File: src/rtl/pipe_pkg.sv
`default_nettype none
// ---------------------------------------------------------------------------
// pipe_pkg : stage payload structs, bubble values and occupancy encoding
// Revision : 1.0
// ---------------------------------------------------------------------------
package pipe_pkg;

  localparam logic [31:0] NOP_INST  = 32'h0000_0001;
  localparam logic [31:0] PC_BUBBLE = 32'hffff_fffc;

  localparam logic [1:0] CNT_EMPTY = 2'd0;
  localparam logic [1:0] CNT_HEAD  = 2'd1;
  localparam logic [1:0] CNT_FULL  = 2'd2;

  typedef struct packed {
    logic [31:0] inst;
    logic [31:0] pc;
  } fd_t;

  typedef struct packed {
    logic [31:0] inst;
    logic [31:0] pc;
    logic [31:0] rs1_val;
    logic [31:0] rs2_val;
  } de_t;

  typedef struct packed {
    logic [31:0] result;
    logic [4:0]  rd;
    logic        we;
  } ew_t;

  localparam fd_t FD_BUBBLE = '{inst: NOP_INST, pc: PC_BUBBLE};
  localparam de_t DE_BUBBLE = '{inst: NOP_INST, pc: PC_BUBBLE, rs1_val: 32'h0, rs2_val: 32'h0};
  localparam ew_t EW_BUBBLE = '{result: 32'h0, rd: 5'd0, we: 1'b0};

endpackage : pipe_pkg
`default_nettype wire

File: src/rtl/pipe_slot.sv
`default_nettype none
// ---------------------------------------------------------------------------
// pipe_slot : one payload+valid register; clear (to BUBBLE) beats load
// Revision  : 1.0
// ---------------------------------------------------------------------------
module pipe_slot #(
  parameter int                 WIDTH  = 32,
  parameter logic [WIDTH-1:0]   BUBBLE = '0
) (
  input  logic             clk,
  input  logic             rst,
  input  logic             i_clr,
  input  logic             i_load,
  input  logic [WIDTH-1:0] i_d,
  output logic             o_valid,
  output logic [WIDTH-1:0] o_q
);

  logic             r_valid;
  logic [WIDTH-1:0] r_q;

  always_ff @(posedge clk or posedge rst) begin
    if (rst) begin
      r_valid <= 1'b0;
      r_q     <= BUBBLE;
    end else if (i_clr) begin
      r_valid <= 1'b0;
      r_q     <= BUBBLE;
    end else if (i_load) begin
      r_valid <= 1'b1;
      r_q     <= i_d;
    end
  end

  assign o_valid = r_valid;
  assign o_q     = r_q;

endmodule : pipe_slot
`default_nettype wire

File: src/rtl/pipe_skid_reg.sv
`default_nettype none
// ---------------------------------------------------------------------------
// pipe_skid_reg : valid/ready pipeline stage with optional 2-entry skid buffer
// Revision      : 1.0
// ---------------------------------------------------------------------------
module pipe_skid_reg
  import pipe_pkg::*;
#(
  parameter int               WIDTH  = 32,
  parameter logic [WIDTH-1:0] BUBBLE = '0,
  parameter bit               SKID   = 1'b1
) (
  input  logic             clk,
  input  logic             rst,
  input  logic             flush,
  input  logic             in_valid,
  output logic             in_ready,
  input  logic [WIDTH-1:0] in_data,
  output logic             out_valid,
  input  logic             out_ready,
  output logic [WIDTH-1:0] out_data,
  output logic [1:0]       count
);

  logic             w_accept;
  logic             w_emit;
  logic             w_head_valid;
  logic [WIDTH-1:0] w_head_data;
  logic             w_skid_valid;
  logic [WIDTH-1:0] w_skid_data;
  logic             w_head_load;
  logic             w_head_clr;
  logic [WIDTH-1:0] w_head_d;
  logic             w_skid_load;
  logic             w_skid_clr;

  assign w_accept = in_valid & in_ready;
  assign w_emit   = w_head_valid & out_ready;

  always_comb begin
    w_head_load = 1'b0;
    w_head_clr  = 1'b0;
    w_head_d    = in_data;
    w_skid_load = 1'b0;
    w_skid_clr  = 1'b0;
    if (flush) begin
      w_head_clr = 1'b1;
      w_skid_clr = 1'b1;
    end else if (w_skid_valid) begin
      // Skid entry is older than anything upstream, so it refills the head first.
      if (w_emit) begin
        w_head_load = 1'b1;
        w_head_d    = w_skid_data;
        w_skid_clr  = 1'b1;
      end
    end else if (w_head_valid) begin
      if (w_emit && w_accept) begin
        w_head_load = 1'b1;
      end else if (w_emit) begin
        w_head_clr = 1'b1;
      end else if (w_accept) begin
        w_skid_load = 1'b1;
      end
    end else if (w_accept) begin
      w_head_load = 1'b1;
    end
  end

  pipe_slot #(.WIDTH(WIDTH), .BUBBLE(BUBBLE)) u_head (
    .clk     (clk),
    .rst     (rst),
    .i_clr   (w_head_clr),
    .i_load  (w_head_load),
    .i_d     (w_head_d),
    .o_valid (w_head_valid),
    .o_q     (w_head_data)
  );

  generate
    if (SKID) begin : g_skid
      logic r_in_ready;

      pipe_slot #(.WIDTH(WIDTH), .BUBBLE(BUBBLE)) u_skid (
        .clk     (clk),
        .rst     (rst),
        .i_clr   (w_skid_clr),
        .i_load  (w_skid_load),
        .i_d     (in_data),
        .o_valid (w_skid_valid),
        .o_q     (w_skid_data)
      );

      // Ready is the registered complement of next-cycle skid occupancy.
      always_ff @(posedge clk or posedge rst) begin
        if (rst) begin
          r_in_ready <= 1'b1;
        end else if (flush) begin
          r_in_ready <= 1'b1;
        end else begin
          r_in_ready <= ~(w_skid_load | (w_skid_valid & ~w_skid_clr));
        end
      end

      assign in_ready = r_in_ready;
    end else begin : g_flat
      assign w_skid_valid = 1'b0;
      assign w_skid_data  = BUBBLE;
      assign in_ready     = out_ready | ~w_head_valid;
    end
  endgenerate

  assign out_valid = w_head_valid;
  assign out_data  = w_head_data;
  assign count     = w_skid_valid ? CNT_FULL : (w_head_valid ? CNT_HEAD : CNT_EMPTY);

endmodule : pipe_skid_reg
`default_nettype wire

File: config.mk
export PLATFORM = sky130hd
export DESIGN_NAME = pipe_skid_reg
export DESIGN_NICKNAME = d
export VERILOG_FILES = /design/src/rtl/pipe_pkg.sv /design/src/rtl/pipe_slot.sv /design/src/rtl/pipe_skid_reg.sv
export SDC_FILE = /design/constraint.sdc
export NUM_CORES = 1
export LEC_CHECK = 0
export ABC_AREA = 1
export BUFFER_PORTS_ARGS = -buffer_cell sky130_fd_sc_hd__buf_2
export CAP_MARGIN = 5
export CELL_PAD_IN_SITES_DETAIL_PLACEMENT = 2
export CELL_PAD_IN_SITES_GLOBAL_PLACEMENT = 2
export CORE_ASPECT_RATIO = 1.2
export CORE_MARGIN = 10
export CORE_UTILIZATION = 30
export DETAILED_ROUTE_END_ITERATION = 7
export PLACE_DENSITY_LB_ADDON = 0.12
export SLEW_MARGIN = 10
export SYNTH_ARGS = -nofsm -noshare
export SYNTH_HDL_FRONTEND = slang
export SYNTH_HIERARCHICAL = 1
export SYNTH_SLANG_ARGS = --single-unit
File: constraint.sdc
create_clock -name clk -period 2.6 [get_ports clk]
set_input_delay 0.39 -clock clk [delete_from_list [all_inputs] [get_ports clk]]
set_output_delay 0.39 -clock clk [all_outputs]
set_load 0.03 [all_outputs]
==> impl_metrics.tcl <==
set metrics [dict create \
    critPathMostFrequentCell "nand2_1" \
    final_antenna_net_count 0 \
    chipWidth_um 116 \
    drt_wl_total_um 11000 \
    cp-end-kind "register" \
    tns_ns 0 \
    hpwlAfterDp_um 7450 \
    setup_viol 0 \
    slew_violations 0 \
    std_cell_rows 41 \
    synthFlopType "dfrtp_1" \
    r2r_cells 6 \
    layout.cells.non_filler 618 \
    p_leak_nw 2.36 \
    powerDensity_mw_per_mm2 704 \
    vias 3016 \
    startpoint_type "register" \
    avgRoutedWirePerCell_um 17.8 \
    multi_input_area_mm2 0.00133 \
    worst_path_max_delay_cell "nor2_4" \
    die_y_um 135 \
    synth_edf_count 0 \
    worst_r2r_endpoint "u_head/o_q[2]" \
    grt_first_pass_wirelength_um 18400 \
    drtPass1Iterations 4 \
    cts_num_sinks 67 \
    path_clk_slew_ns 0.06 \
    h-tree-depth 3 \
    drv_cap 0 \
    final.period_utilization_pct 70.1 \
    areaGrowthSynthToFinish_pct 21.8 \
    r2r_start "in_ready" \
    crit_chain "nand2_1 -> nand3_1 -> nand2_1 -> nor2_4 -> nand2_1 -> nand2_1" \
    synth_area_leaders "dfrtp_1, nand2_1, nand3_1" \
    worstSetupEndpoint "u_head/o_q[2]" \
    remaining_drc_errors 0 \
    clkLatencyLatePin_ns 0.33 \
    placed_area_mm2 0.00366 \
    worstSetupStartpoint "in_ready" \
    grt_antenna_before_repair 0 \
    yosysTopAreaCellShare_pct 50.2 \
    regArea_mm2 0.00168 \
    critical_path_depth 6 \
    whs_ns 0.0476 \
    r2r_slack_ns 0.78 \
    yosys-top-cells-count "nand2_1, nand3_1, dfrtp_1" \
    relSlewSlack_pct 48.1 \
    peakVddDrop_v 0.000375 \
    placed_cells 602 \
    cp_data_arrival_time_ns 2.09 \
    syn_area_mm2 0.00329 \
    cp.required_ns 2.87 \
    slowest_delay_ns 0.65 \
    power_mw 2.82 \
    synth_cell_types 12 \
    vias_per_cell 4.88 \
    routabilityCongestion 0.711 \
    fin_util_pct 37.7 \
    setup_ws_ns 0.778 \
    synth_nets 456 \
    synth.most_common_cell "nand2_1" \
    fin_crit_ns 1.82 \
    stdcell_area_mm2 0.00401 \
    clock_skew_ns 0.00362 \
    grt_overflow 0 \
    ys_async_sr_fraction_pct 100 \
    ys_ff_latch 67 \
    io-pin-count 73 \
    fill_cells 1287 \
    grt_use_total_pct 15.0 \
    numCtsBuffers 9 \
    coreArea_mm2 0.0106 \
    synthCells 419 \
    nNetsFinal 521 \
    n_antenna_cell 0 \
    grt_pass1_vias 3534 \
    synth_area_per_cell_um2 7.85 \
    hold_violations 0 \
    synth_top_area_cell "dfrtp_1" \
    critPathKind "register to register" \
    cts_resized 0 \
    synth-seq-area-share_pct 51.0 \
    cts-root-buf "clkbuf_16" \
    cp_num_buf_inv 0 \
    grt_max_degree 33 \
    grt_setup_unrepaired "false" \
    cpLargestDelayFamily "simple AND/OR/NAND/NOR gates" \
    cts_tree "done" \
    drive_gt1_share_pct 21.5 \
    initialDrtViolationCount 108 \
    hp-class "input pin to async pin" \
    start_util_pct 31.0 \
    yosys_warnings 6 \
    port_buffers 72 \
    outcome "completed" \
    max_freq_mhz 549 \
    cts_setup_buffers 0 \
    ctsHoldBuffers 0 \
    die-area_mm2 0.0156 \
    critPathMaxFanout 32 \
    worst_pin_slew_ns 0.776 \
    dp_slack_ns 0.557 \
    clk_path_buf_depth 2 \
]
layout make-up:
cell class	count	area share (%)
clock buffer	11	6.06
timing repair buffer	85	11.4
sequential	67	41.9
tap	129	4.03
multi-input combinational	311	33.1
clock inverter	5	2.50
inverter	10	0.937
logic make-up after synthesis:
| family | synth area share [%] |
|---|---|
| AO/OA/AOI/OAI | 0.152 |
| buffers and inverters | 8.83 |
| flip-flops | 51.0 |
| AND/OR/NAND/NOR | 40.0 |
cells in the final DEF (no fill, tap or decap):
cell	Yosys	layout
clkinv_2	0	2
bufinv_16	0	3
nand4_1	1	1
o21ai_0	1	1
clkinv_1	0	1
nand3_1	101	101
buf_4	4	13
clkbuf_16	0	9
clkbuf_1	0	1
nand2_1	197	197
nor2_4	3	4
dfstp_2	1	1
dfrtp_1	66	66
nor2_1	8	7
inv_1	10	9
buf_2	13	72
clkbuf_8	0	1
per-layer routing:
| layer | GRT usage (%) | part of all wire (%) |
|---|---|---|
| met1 | 17.0 | 43 |
| met2 | 26.8 | 52 |
| met3 | 3.72 | 4.3 |
| met4 | 4.87 | 0.73 |
| met5 | 0 | 0 |
registers in the layout, indices dropped and copies added (netlist names):
signal,flops
g_skid.u_skid/o_q,32
u_head/o_q,32
g_skid.u_skid/o_valid,1
in_ready,1
u_head/o_valid,1
worst min-delay path by stage:
stage                    end  slack (ns)  cells past startpoint
2_1_floorplan       in_ready        0.28                      1
3_3_place_gp   u_head/o_q[9]        0.40                      2
3_5_place_dp   u_head/o_q[9]        0.41                      2
4_1_cts        u_head/o_q[9]        0.04                      2
5_1_grt             in_ready        0.07                      2
6_report       u_head/o_q[9]        0.05                      2
where the power goes:
group / leakage [nW] / switching (mW) / internal [mW]
Combinational: 1.27 / 0.223 / 0.0836
Sequential: 0.920 / 0.0201 / 1.08
Clock: 0.169 / 0.457 / 0.960
Total: 2.36 / 0.699 / 2.12
Note: power is estimated with default switching activity, not from simulation.
